**src/rtl/pdua_ctrl_pkg.sv**
```systemverilog
// Shared definitions for the PDUA control unit: FSM states, opcodes,
// ALU operation codes, register-bank map and the decoded-op record.
package pdua_ctrl_pkg;

  typedef enum logic [2:0] {
    S_INIT = 3'd0,
    S_F0   = 3'd1,
    S_F1   = 3'd2,
    S_F2   = 3'd3,
    S_DEC  = 3'd4,
    S_EX   = 3'd5
  } state_t;

  // Opcodes (5-bit IR field)
  localparam logic [4:0] OP_NOP     = 5'b00000;
  localparam logic [4:0] OP_MOV_ACC = 5'b00001;  // ACC <- A
  localparam logic [4:0] OP_MOV_A   = 5'b00010;  // A <- ACC
  localparam logic [4:0] OP_XOR     = 5'b00011;
  localparam logic [4:0] OP_ADD     = 5'b00100;
  localparam logic [4:0] OP_SHL     = 5'b00101;
  localparam logic [4:0] OP_JMP     = 5'b00110;
  localparam logic [4:0] OP_JZ      = 5'b00111;
  localparam logic [4:0] OP_JN      = 5'b01000;

  // ALU operation select; the second ALU operand is always ACC
  localparam logic [2:0] ALU_PASS = 3'b000;
  localparam logic [2:0] ALU_ADD  = 3'b001;
  localparam logic [2:0] ALU_INC  = 3'b010;
  localparam logic [2:0] ALU_XOR  = 3'b100;
  localparam logic [2:0] ALU_SHL  = 3'b101;

  // Register-bank map
  localparam logic [2:0] REG_PC   = 3'd0;
  localparam logic [2:0] REG_SP   = 3'd1;
  localparam logic [2:0] REG_DPTR = 3'd2;
  localparam logic [2:0] REG_A    = 3'd3;
  localparam logic [2:0] REG_ACC  = 3'd7;

  // Condition that qualifies the bank write in EX
  typedef enum logic [1:0] {
    BR_NONE = 2'd0,
    BR_Z    = 2'd1,
    BR_N    = 2'd2
  } br_t;

  typedef struct packed {
    logic       valid;
    logic [2:0] selop;
    logic [1:0] shamt;
    logic [2:0] busb;
    logic [2:0] busc;
    logic       write;
    logic       enaf;
    br_t        br;
  } dec_t;

endpackage

```
**src/rtl/pdua_ctrl_decode.sv**
```systemverilog
// Combinational opcode decoder: opcode -> EX-cycle control record.
module pdua_ctrl_decode
  import pdua_ctrl_pkg::*;
#(
  parameter int OP_WIDTH = 5
) (
  input  logic [OP_WIDTH-1:0] i_op,
  output dec_t                o_dec
);

  // Map opcode to its execute-stage action; anything unlisted is invalid
  always_comb begin
    o_dec       = '0;
    o_dec.selop = ALU_PASS;
    o_dec.br    = BR_NONE;
    case (i_op)
      OP_WIDTH'(OP_NOP): begin
        o_dec.valid = 1'b1;
      end
      OP_WIDTH'(OP_MOV_ACC): begin
        o_dec.valid = 1'b1;
        o_dec.busb  = REG_A;
        o_dec.busc  = REG_ACC;
        o_dec.write = 1'b1;
      end
      OP_WIDTH'(OP_MOV_A): begin
        o_dec.valid = 1'b1;
        o_dec.busb  = REG_ACC;
        o_dec.busc  = REG_A;
        o_dec.write = 1'b1;
      end
      OP_WIDTH'(OP_XOR): begin
        o_dec.valid = 1'b1;
        o_dec.selop = ALU_XOR;
        o_dec.busb  = REG_A;
        o_dec.busc  = REG_ACC;
        o_dec.write = 1'b1;
        o_dec.enaf  = 1'b1;
      end
      OP_WIDTH'(OP_ADD): begin
        o_dec.valid = 1'b1;
        o_dec.selop = ALU_ADD;
        o_dec.busb  = REG_A;
        o_dec.busc  = REG_ACC;
        o_dec.write = 1'b1;
        o_dec.enaf  = 1'b1;
      end
      OP_WIDTH'(OP_SHL): begin
        o_dec.valid = 1'b1;
        o_dec.selop = ALU_SHL;
        o_dec.shamt = 2'b01;
        o_dec.busc  = REG_ACC;
        o_dec.write = 1'b1;
        o_dec.enaf  = 1'b1;
      end
      OP_WIDTH'(OP_JMP): begin
        o_dec.valid = 1'b1;
        o_dec.busb  = REG_DPTR;
        o_dec.busc  = REG_PC;
        o_dec.write = 1'b1;
      end
      OP_WIDTH'(OP_JZ): begin
        o_dec.valid = 1'b1;
        o_dec.busb  = REG_DPTR;
        o_dec.busc  = REG_PC;
        o_dec.write = 1'b1;
        o_dec.br    = BR_Z;
      end
      OP_WIDTH'(OP_JN): begin
        o_dec.valid = 1'b1;
        o_dec.busb  = REG_DPTR;
        o_dec.busc  = REG_PC;
        o_dec.write = 1'b1;
        o_dec.br    = BR_N;
      end
      default: o_dec.valid = 1'b0;
    endcase
  end

endmodule

```
**src/rtl/pdua_ctrl_unit.sv**
```systemverilog
// PDUA hard-wired control unit: fetch / decode / execute sequencer that
// drives every datapath control input from the current state.
module pdua_ctrl_unit
  import pdua_ctrl_pkg::*;
#(
  parameter int ADDR_WIDTH = 3,
  parameter int OP_WIDTH   = 5
) (
  input  logic                  clk,
  input  logic                  rst,
  input  logic [OP_WIDTH-1:0]   out_IR,
  input  logic                  C,
  input  logic                  N,
  input  logic                  P,
  input  logic                  Z,
  output logic                  enaf,
  output logic [2:0]            selop,
  output logic [1:0]            shamt,
  output logic                  bank_wr_en,
  output logic [ADDR_WIDTH-1:0] BusB_addr,
  output logic [ADDR_WIDTH-1:0] BusC_addr,
  output logic                  sclr,
  output logic                  ir_en,
  output logic                  mar_en,
  output logic                  mdr_en,
  output logic                  mdr_alu_n,
  output logic                  wr_rdn,
  output logic                  ill_op
);

  state_t              r_state;
  logic [OP_WIDTH-1:0] r_op;
  logic [OP_WIDTH-1:0] w_dec_op;
  dec_t                w_dec;
  logic                w_take;
  logic                w_unused_flags;

  // C and P are not consumed by any current instruction
  assign w_unused_flags = C ^ P;

  // In DEC the IR is decoded directly (legality check); in EX the latched copy
  assign w_dec_op = (r_state == S_DEC) ? out_IR : r_op;

  pdua_ctrl_decode #(.OP_WIDTH(OP_WIDTH)) u_decode (
    .i_op  (w_dec_op),
    .o_dec (w_dec)
  );

  // Branch qualifier on the registered flags, sampled in EX
  always_comb begin
    case (w_dec.br)
      BR_Z:    w_take = Z;
      BR_N:    w_take = N;
      default: w_take = 1'b1;
    endcase
  end

  // State sequencing and opcode latch
  always_ff @(posedge clk) begin
    if (rst) begin
      r_state <= S_INIT;
      r_op    <= '0;
    end else begin
      case (r_state)
        S_INIT: r_state <= S_F0;
        S_F0:   r_state <= S_F1;
        S_F1:   r_state <= S_F2;
        S_F2:   r_state <= S_DEC;
        S_DEC: begin
          r_op    <= out_IR;
          r_state <= w_dec.valid ? S_EX : S_F0;
        end
        S_EX:    r_state <= S_F0;
        default: r_state <= S_INIT;
      endcase
    end
  end

  // Moore output decode; while rst is high the INIT values are forced so an
  // in-flight EX write is dropped and ill_op stays low
  always_comb begin
    enaf       = 1'b0;
    selop      = ALU_PASS;
    shamt      = 2'b00;
    bank_wr_en = 1'b0;
    BusB_addr  = '0;
    BusC_addr  = '0;
    sclr       = 1'b0;
    ir_en      = 1'b0;
    mar_en     = 1'b0;
    mdr_en     = 1'b0;
    mdr_alu_n  = 1'b0;
    wr_rdn     = 1'b0;
    ill_op     = 1'b0;
    if (rst) begin
      sclr = 1'b1;
    end else begin
      case (r_state)
        S_INIT: sclr = 1'b1;
        S_F0: begin
          BusB_addr = ADDR_WIDTH'(REG_PC);
          mar_en    = 1'b1;
        end
        S_F1: begin
          mdr_en     = 1'b1;
          BusB_addr  = ADDR_WIDTH'(REG_PC);
          BusC_addr  = ADDR_WIDTH'(REG_PC);
          selop      = ALU_INC;
          bank_wr_en = 1'b1;
        end
        S_F2: ir_en = 1'b1;
        S_DEC: ill_op = ~w_dec.valid;
        S_EX: begin
          selop      = w_dec.selop;
          shamt      = w_dec.shamt;
          BusB_addr  = ADDR_WIDTH'(w_dec.busb);
          BusC_addr  = ADDR_WIDTH'(w_dec.busc);
          bank_wr_en = w_dec.write & w_take;
          enaf       = w_dec.enaf;
        end
        default: ;
      endcase
    end
  end

endmodule

```
**config.mk**
```make
export PLATFORM = sky130hd
export DESIGN_NAME = pdua_ctrl_unit
export DESIGN_NICKNAME = d
export VERILOG_FILES = /design/src/rtl/pdua_ctrl_pkg.sv /design/src/rtl/pdua_ctrl_decode.sv /design/src/rtl/pdua_ctrl_unit.sv
export SDC_FILE = /design/constraint.sdc
export NUM_CORES = 1
export LEC_CHECK = 0
export ABC_AREA = 1
export CELL_PAD_IN_SITES_DETAIL_PLACEMENT = 1
export CELL_PAD_IN_SITES_GLOBAL_PLACEMENT = 1
export CORE_UTILIZATION = 29
export DETAILED_ROUTE_END_ITERATION = 7
export GPL_TIMING_DRIVEN = 0
export MAX_ROUTING_LAYER = met4
export PLACE_DENSITY = 0.82
export SLEW_MARGIN = 20
export SYNTH_ARGS = -nofsm -noshare
export SYNTH_HDL_FRONTEND = slang
export SYNTH_SLANG_ARGS = --single-unit
```
**constraint.sdc**
```tcl
create_clock -name clk -period 4.8 [get_ports clk]
set_input_delay 0.48 -clock clk [delete_from_list [all_inputs] [get_ports clk]]
set_output_delay 0.48 -clock clk [all_outputs]
set_load 0.02 [all_outputs]
```
# Word level (Yosys, flattened, before mapping)

Index checks and enable logic that the tools add are counted.

Register bits: 8
Output and inout bits: 20
Bits of input ports: 11
Logic and storage cells: 60

Reduce and logical (&&, ||, !) cells: 8
Mux-type cells: 33
Bitwise logic cells: 2
Equal/unequal tests: 15

Operators with widths:

| operator                                             | number |
|---|---|
| equality test 5 x 3 -> 1 bit (second input constant) | 4 |
| 2-to-1 mux 3 bit                                     | 6 |
| one-hot mux 3 bit (3 select lines)                   | 2 |
| 2-to-1 mux 1 bit                                     | 16 |
| one-hot mux 3 bit (5 select lines)                   | 1 |
| one-hot mux 4 bit (3 select lines)                   | 1 |
| equality test 5 x 2 -> 1 bit (second input constant) | 2 |
| OR reduction 3 bit                                   | 3 |
| OR reduction 9 bit                                   | 1 |
| equality test 3 x 2 -> 1 bit (second input constant) | 2 |
| equality test 3 bit (second input constant)          | 2 |
| one-hot mux 3 bit (2 select lines)                   | 1 |
| equality test 5 x 1 -> 1 bit (second input constant) | 1 |
| equality test 5 x 4 -> 1 bit (second input constant) | 1 |
| logical NOT 5 bit                                    | 1 |
| 2-to-1 mux 5 bit                                     | 1 |
| 2-to-1 mux 2 bit                                     | 2 |
| one-hot mux 1 bit (2 select lines)                   | 2 |
| one-hot mux 2 bit (2 select lines)                   | 1 |
| OR reduction 4 bit                                   | 1 |
| equality test 3 x 1 -> 1 bit (second input constant) | 1 |
| logical NOT 3 bit                                    | 1 |
| equality test 2 x 1 -> 1 bit (second input constant) | 1 |
| equality test 2 bit (second input constant)          | 1 |
| 3 further kinds                                      | 3 |

# Longest topological paths before layout

Gate-level depths: netlist (run 1).

Word-level depth: 9
Depth in mapped cells: 13
Depth with buffers taken out: 13

# Cells and area by module

From an unflattened synthesis (run 1), not the netlist that was laid out.

Cell total of the unflattened synthesis: 133
Area total of the unflattened synthesis: 852.1 µm²

Modules (own cells, without submodules):

| module           | cells an instance | seq. area each (µm²) | times used | area an instance (µm²) |
|---|---|---|---|---|
| pdua_ctrl_unit   | 95                | 160.2                | 1          | 663.1 |
| pdua_ctrl_decode | 38                | 0.0                  | 1          | 188.9 |

# Worst setup path after synthesis (run 1)

Ideal clock, no wire load.

Path type: flip-flop to output port
From: register r_state[0]
To: output port ill_op
Required time: 4320 ps
Arrival time: 1745 ps
Path buffers: 0
Path slack: 2575 ps
Cell stages (with the launch flop): 11
Cell sequence: dfxtp_1 -> nor2_4 -> nand3_1 -> nand2_2 -> nor2_8 -> nand3_1 -> nor2_1 -> inv_1 -> ha_1 -> nand4_1 -> nor3_1

Longest elaborated chain between the ends: 8
Elaborated cells on any way between the ends: 16
Classes of those cells: eq/ne: 9; mux: 4; bitwise: 1; reduce/logical: 2

RTL lines:

| what                                                 | line                                       | source |
|---|---|---|
| start: declaration                                   | pdua_ctrl_unit.sv:31                       | `state_t r_state;` |
| start signal: assignment                             | pdua_ctrl_unit.sv:71                       | `r_state <= w_dec.valid ? S_EX : S_F0;` |
| equality test 3 bit (*)                              | pdua_ctrl_unit.sv:42, pdua_ctrl_unit.sv:98 |  |
| 2-to-1 mux 5 bit                                     | --                                         |  |
| equality test 5 x 3 -> 1 bit (tied with other cells) | pdua_ctrl_decode.sv:16                     | `case (i_op)` |
| OR reduction 9 bit (no line)                         | --                                         |  |
| 2-to-1 mux 1 bit                                     | pdua_ctrl_decode.sv:16                     |  |
| NOT 1 bit                                            | pdua_ctrl_unit.sv:112                      | `S_DEC: ill_op = ~w_dec.valid;` |
| 2-to-1 mux 1 bit (*)                                 | pdua_ctrl_unit.sv:98                       | `case (r_state)` |
| 2-to-1 mux 1 bit (*)                                 | pdua_ctrl_unit.sv:95                       | `if (rst) begin` |
| end: declaration                                     | pdua_ctrl_unit.sv:28                       | `output logic ill_op` |

Every way passes the cells marked *; elsewhere a longest branch is shown, timed or not.

# Final worst setup path (run 1)

From: register r_state[0]
To: output port bank_wr_en

Longest elaborated chain between the ends: 9
Elaborated cells on any way between the ends: 22
Classes of those cells: eq/ne: 13; mux: 6; bitwise: 1; reduce/logical: 2

RTL lines:

| what                                                                                | line                   | source |
|---|---|---|
| equality test 3 bit                                                                 | pdua_ctrl_unit.sv:42   | `assign w_dec_op = (r_state == S_DEC) ? out_IR : r_op;` |
| 2-to-1 mux 5 bit                                                                    | --                     |  |
| equality test 5 x 4 -> 1 bit / equality test 5 x 3 -> 1 bit (equally long branches) | pdua_ctrl_decode.sv:16 |  |
| one-hot mux 2 bit (2 select lines)                                                  | pdua_ctrl_decode.sv:16 |  |
| equality test 2 bit / equality test 2 x 1 -> 1 bit (equally long branches)          | pdua_ctrl_unit.sv:51   | `case (w_dec.br)` |
| one-hot mux 1 bit (2 select lines)                                                  | pdua_ctrl_unit.sv:51   |  |
| AND 1 bit                                                                           | pdua_ctrl_unit.sv:118  | `bank_wr_en = w_dec.write & w_take;` |
| one-hot mux 1 bit (2 select lines) (*)                                              | pdua_ctrl_unit.sv:98   |  |
| 2-to-1 mux 1 bit (*)                                                                | pdua_ctrl_unit.sv:95   |  |
| end: declaration                                                                    | pdua_ctrl_unit.sv:19   | `output logic bank_wr_en,` |

Marks and branches as above.

==> flow_metrics.env, run 1 <==
export IMPL_cts_setup_buffers=0
export IMPL_wl_per_cell_um=11.3
export IMPL_setup_ws_ps=1590
export IMPL_vias=793
export IMPL_drt_iter0_drc=6
export IMPL_row_count=17
export IMPL_hp_class="flip-flop to flip-flop"
export IMPL_synth_xor_area_share_pct=0
export IMPL_drive_gt1_share_pct=14.7
export IMPL_hold_viol_final=0
export IMPL_synthDistinctLibCells=24
export IMPL_crit_required_ps=4320
export IMPL_wirelength_mm=2.00
export IMPL_ys_seq_area_share_pct=22.1
export IMPL_synth_warnings=0
export IMPL_min_period_ps=3210
export IMPL_critPathBufInv=2
export IMPL_synth_top_family_by_area="simple AND/OR/NAND/NOR gates"
export IMPL_crit_path_frequent_cell="nand2_1"
export IMPL_netlist_instances=120
export IMPL_synth_seq_cells=8
export IMPL_hpwl_mm=1.64
export IMPL_placed_cells=175
export IMPL_finalSetupViolCount=0
export IMPL_pre_cts_ws_ps=1620
export IMPL_first_global_vias=816
export IMPL_run_status="completed"
export IMPL_worstSetupPathType="flip-flop to output pin"
export IMPL_synth_area_um2=723
export IMPL_crit_slowest_cell="clkdlybuf4s50_1"
export IMPL_gr_total_overflow=0
export IMPL_fmax_mhz=312
export IMPL_insertion_delay_ps=250
export IMPL_area_delta_synth_final_pct=43.6
export IMPL_final_cell_mix="nand2_1 (30), clkdlybuf4s50_1 (25), inv_1 (22), nor2_1 (16), nand3_1 (9)"
export IMPL_grt_pass1_wl_mm=3.46
export IMPL_num_io_pins=31
export IMPL_drtAntennaViolNets=0
export IMPL_clock_sinks=8
export IMPL_crit_path_cell_trace="nor2_4 > nand2_4 > nand2_1 > nand2_2 > nor2_8 > nand3_1 > nor2_1 > inv_1 > ha_1 > nand3_1 > nand2_1 > nand2_1 > clkdlybuf4s50_1"
export IMPL_dieArea_um2=2700
export IMPL_final_cell_count_no_fill=178
export IMPL_maxCapViolCount=0
export IMPL_rsz0062_at_grt="false"
export IMPL_core_um2=2280
export IMPL_clock_path_buffers=2
export IMPL_fp_dieW_um=51.9
export IMPL_tns_ps=0
export IMPL_drc_errors=0
export IMPL_worstHoldPathCells=2
export IMPL_period_share_pct=66.8
export IMPL_grt_usage_pct=17.7
export IMPL_cts_tree="yes"
export IMPL_yosysTopAreaCell="dfxtp_1"
export IMPL_fin_skew_ps=0.408
export IMPL_power_density_nw_per_um2=180
export IMPL_drt_vias_per_instance=4.46
export IMPL_syn_area_per_cell_um2=6.03
export IMPL_cpPeakStageDelay_ps=590
export IMPL_leakage_nw=0.530
export IMPL_hold_buffers=0
export IMPL_yosys_top_cells_area="dfxtp_1 (22%), nand2_1 (16%), inv_1 (11%)"
export IMPL_post_cts_resized=0
export IMPL_cp_top_family="simple AND/OR/NAND/NOR gates"
export IMPL_synth_compound_area_share_pct=5.71
export IMPL_die_h_um=51.9
export IMPL_io_buffers=25
export IMPL_gp_congestion=0.743
export IMPL_r2r_cells=12
export IMPL_cts_inserted_buffers=3
export IMPL_num_nets_final=166
export IMPL_cts_htree_levels=1
export IMPL_yosys_area_share_simple_pct=48.6
export IMPL_critPathCaptureType="output pin"
export IMPL_insertedDiodeCount=0
export IMPL_vdd_drop_max_mv=0.0950
export IMPL_cp_start_kind="flip-flop"
export IMPL_synth_adder_area_share_pct=5.19
export IMPL_netlist_area_leader_share_pct=22.1
export IMPL_cp_arrival_ps=2730
export IMPL_clk_pin_slew_ps=60
export IMPL_root_buffer="clkbuf_4"
export IMPL_antenna_found_initial=0
export IMPL_slew_violations=0
export IMPL_first_pass_iters=4
export IMPL_grt_max_degree=11
export IMPL_start_util_pct=31.8
export IMPL_cp_depth=13
export IMPL_crit_fanout=8
export IMPL_mostFrequentLayoutCell="nand2_1"
export IMPL_muxShareOfSynthArea_pct=0
kinds of logic (layout without fill, tap and decap cells):
group | after synthesis | in the layout
buffers and inverters | 29 | 57
adders and majority gates | 3 | 3
other | 1 | 3
and+or+nand+nor | 72 | 72
AOI/OAI and AO/OA | 7 | 7
DFF | 8 | 8
synthesized netlist by cell type:
master / number
nand2_2: 6
buf_2: 1
conb_1: 1
o21ai_2: 1
o21a_1: 1
nand4_1: 1
o21ai_1: 1
o21ai_0: 1
nor2_2: 2
buf_4: 5
ha_1: 3
nand3_1: 9
nor2_8: 1
nand3_2: 1
dfxtp_1: 8
nor2_1: 16
nand3b_1: 2
nand2_1: 30
nor2_4: 1
inv_1: 22
nor3_1: 2
a21oi_1: 3
nand2_4: 1
clkbuf_1: 1
final cells by class:
type | instances | area (um2)
fillers | 312 | 1240
plain buffers | 7 | 46.3
clock buffers | 3 | 22.5
flip-flops and latches | 8 | 160
inverters | 22 | 82.6
well taps | 28 | 35.0
multi-input cells | 85 | 442
repair buffers | 25 | 250
per-layer routing:
layer  global-route usage (%)  part of all wire [%]  routed length, um
met2                     32.7                    53               1050
met5                        -                     0                  0
met4                     6.76                  0.95                 19
met3                     1.75                   3.2                 65
met1                     19.1                    43                865
power breakdown:
group          switching (W)  internal, W
clock              0.0000243    0.0000287
sequential        0.00000374    0.0000698
combinational      0.0000355    0.0000251
total              0.0000636     0.000124
metrics by stage:
stage / total power, W / instance area (um2) / utilization (%) / hold slack [ps]
final: 0.000187 / 1040 / 45.6 / 504
after global routing: 0.000201 / 1040 / 45.6 / 534
after CTS: 0.000188 / 1040 / 45.6 / 505
after detailed placement: 0.000136 / 1020 / 44.6 / 498
after global placement: 0.000133 / 1020 / 44.6 / 480
after floorplan: 0.000114 / 731 / - / 467
sequential cells by signal, indices dropped and copies added, names as in the netlist:
| name | count |
|---|---|
| r_op | 5 |
| r_state | 3 |
worst reg2reg max path, stage by stage (launching register included):
cell and delay [ps]:
dfxtp_1 370, nor2_4 230, nand2_4 120, nand2_1 110, nand2_2 110, nor2_8 140, nand3_1 110, nor2_1 140
inv_1 80, ha_1 210, nand4_1 150, nand2_1 70, nand2_1 50
worst paths after layout:
kind | startpoint | endpoint | slack [ps]
worst max-delay path | r_state[0] | bank_wr_en | 1590
worst min-delay path | r_op[3] | r_op[3] | 500
worst max register to register | r_state[0] | r_state[2] | 2880
worst min register to register | r_op[3] | r_op[3] | 500
Power figures use the tool's default switching activity.
==> inputs of run 2 (changes only) <==
--- a/config.mk
+++ b/config.mk
@@ -8,11 +8,11 @@
 export ABC_AREA = 1
 export CELL_PAD_IN_SITES_DETAIL_PLACEMENT = 1
 export CELL_PAD_IN_SITES_GLOBAL_PLACEMENT = 1
-export CORE_UTILIZATION = 29
+export CORE_UTILIZATION = 27
 export DETAILED_ROUTE_END_ITERATION = 7
 export GPL_TIMING_DRIVEN = 0
 export MAX_ROUTING_LAYER = met4
-export PLACE_DENSITY = 0.82
+export PLACE_DENSITY = 0.77
 export SLEW_MARGIN = 20
 export SYNTH_ARGS = -nofsm -noshare
 export SYNTH_HDL_FRONTEND = slang
==> constraint.sdc (replaced) <==
create_clock -name clk -period 3.3 [get_ports clk]
set_input_delay 0.33 -clock clk [delete_from_list [all_inputs] [get_ports clk]]
set_output_delay 0.33 -clock clk [all_outputs]
set_load 0.02 [all_outputs]
==> run 2 against run 1 <==
Against the previous run:
- global-route usage decreased by 1.8 points
- hold slack lost 14 ps
- worst setup slack lost 1400 ps
- first-iteration DRC count up 33%
- total power rose by 44%
- register-to-register slack worse by 1500 ps
- sequential power is 45% higher
- sequential share of layout area about the same
- largest power group unchanged
- highest routed layer unchanged
==> flow_metrics.env, run 2 (same netlist as run 1, synthesis figures left out) <==
export IMPL_gr_total_overflow=0
export IMPL_die_h_um=53.8
export IMPL_vdd_drop_max_mv=0.142
export IMPL_first_pass_iters=4
export IMPL_vias=801
export IMPL_num_io_pins=31
export IMPL_fmax_mhz=327
export IMPL_reg_top3="r_op: 5 flops, r_state: 3 flops"
export IMPL_root_buffer="clkbuf_4"
export IMPL_critPathCaptureType="output pin"
export IMPL_dieArea_um2=2890
export IMPL_fillers=342
export IMPL_cpPeakStageDelay_ps=600
export IMPL_core_um2=2500
export IMPL_hp_class="flip-flop to flip-flop"
export IMPL_clk_pin_slew_ps=50
export IMPL_hpwl_mm=1.59
export IMPL_start_util_pct=28.9
export IMPL_wl_per_cell_um=10.6
export IMPL_crit_path_cell_trace="nor2_4 > nand2_4 > nand2_1 > nand2_2 > nor2_8 > nand3_1 > nor2_1 > inv_1 > ha_1 > nand3_1 > nand2_1 > nand2_1 > clkdlybuf4s50_1"
export IMPL_wirelength_mm=1.91
export IMPL_placed_cells=177
export IMPL_finalSetupViolCount=0
export IMPL_drt_iter0_drc=8
export IMPL_total_power_w=0.000269
export IMPL_crit_path_frequent_cell="nand2_1"
export IMPL_fp_dieW_um=53.8
export IMPL_insertedDiodeCount=0
export IMPL_min_period_ps=3060
export IMPL_final_cell_count_no_fill=180
export IMPL_drt_vias_per_instance=4.45
export IMPL_row_count=18
export IMPL_insertion_delay_ps=250
export IMPL_drive_gt1_share_pct=14.7
export IMPL_critPathBufInv=2
export IMPL_post_cts_resized=0
export IMPL_cts_htree_levels=1
export IMPL_regMostFlops="r_op"
export IMPL_worstSetupPathType="flip-flop to output pin"
export IMPL_cts_inserted_buffers=3
export IMPL_hold_viol_final=0
export IMPL_num_nets_final=166
export IMPL_cp_arrival_ps=2730
export IMPL_crit_fanout=8
export IMPL_grt_usage_pct=15.8
export IMPL_mostFrequentLayoutCell="nand2_1"
export IMPL_grt_pass1_wl_mm=3.23
export IMPL_leakage_nw=0.530
export IMPL_run_status="completed"
export IMPL_period_share_pct=92.7
export IMPL_grt_max_degree=11
export IMPL_largest_reg_flops=5
export IMPL_cp_start_kind="flip-flop"
export IMPL_drc_errors=0
export IMPL_final_cell_mix="nand2_1 (30), clkdlybuf4s50_1 (25), inv_1 (22), nor2_1 (16), nand3_1 (9)"
export IMPL_drtAntennaViolNets=0
export IMPL_crit_required_ps=2970
export IMPL_cts_setup_buffers=0
export IMPL_first_global_vias=787
export IMPL_gp_congestion=0.765
export IMPL_rsz0062_at_grt="false"
export IMPL_clock_sinks=8
export IMPL_cp_top_family="simple AND/OR/NAND/NOR gates"
export IMPL_antenna_found_initial=0
export IMPL_cts_tree="yes"
export IMPL_hold_buffers=0
export IMPL_area_delta_synth_final_pct=43.9
export IMPL_tns_ps=0
export IMPL_clock_path_buffers=2
export IMPL_slew_violations=0
export IMPL_fin_skew_ps=1.54
export IMPL_maxCapViolCount=0
export IMPL_io_buffers=25
export IMPL_power_density_nw_per_um2=258
export IMPL_crit_slowest_cell="clkdlybuf4s50_1"
==> run 2: cell counts in the layout (fill, tap and decap cells not counted) <==
No cell type changed its count.
==> run 2: area by class of cell <==
class                           instances  area (um2)  share of cell area (%)
Multi-Input combinational cell         85         442                    42.4
Timing Repair Buffer                   25         250                    24.0
Sequential cell                         8         160                    15.4
Inverter                               22        82.6                    7.93
Buffer                                  7        46.3                    4.45
Tap cell                               30        37.5                    3.61
Clock buffer                            3        22.5                    2.16
==> run 2: worst reg2reg max path, stage by stage, from the launching register on <==
cell and delay (ps):
dfxtp_1 360, nor2_4 230, nand2_4 110, nand2_1 110, nand2_2 100, nor2_8 130, nand3_1 110, nor2_1 150
inv_1 80, ha_1 210, nand4_1 130, nand2_1 60, nand2_1 50
==> run 2: power breakdown <==
group	switching [W]	internal (W)	total [W]
Clock	0.0000332	0.0000416	0.0000748
Sequential	0.00000536	0.000102	0.000107
Combinational	0.0000506	0.0000365	0.0000871
Total	0.0000891	0.000180	0.000269
==> run 2: through the flow <==
stage / instance area, um2 / hold slack [ps] / setup slack (ps) / utilization, %
floorplan: 731 / 467 / 1220 / -
global placement: 1020 / 478 / 469 / 40.7
detailed placement: 1020 / 486 / 391 / 40.7
CTS: 1040 / 494 / 208 / 41.6
global route: 1040 / 539 / 40.5 / 41.6
finish: 1040 / 490 / 239 / 41.6
==> run 2: metal layers <==
| layer | share of wire (%) | GRT usage, % |
|---|---|---|
| met5 | 0 | - |
| met4 | 0.73 | 6.58 |
| met3 | 2.5 | 0.847 |
| met2 | 54 | 30.2 |
| met1 | 42 | 16.6 |
==> run 2: worst paths after layout <==
path               from         end  slack (ps)  cells after the start
max          r_state[0]  bank_wr_en         240                     13
min             r_op[3]     r_op[3]         490                      2
max reg2reg  r_state[0]  r_state[2]        1410                     12
min reg2reg     r_op[3]     r_op[3]         490                      2
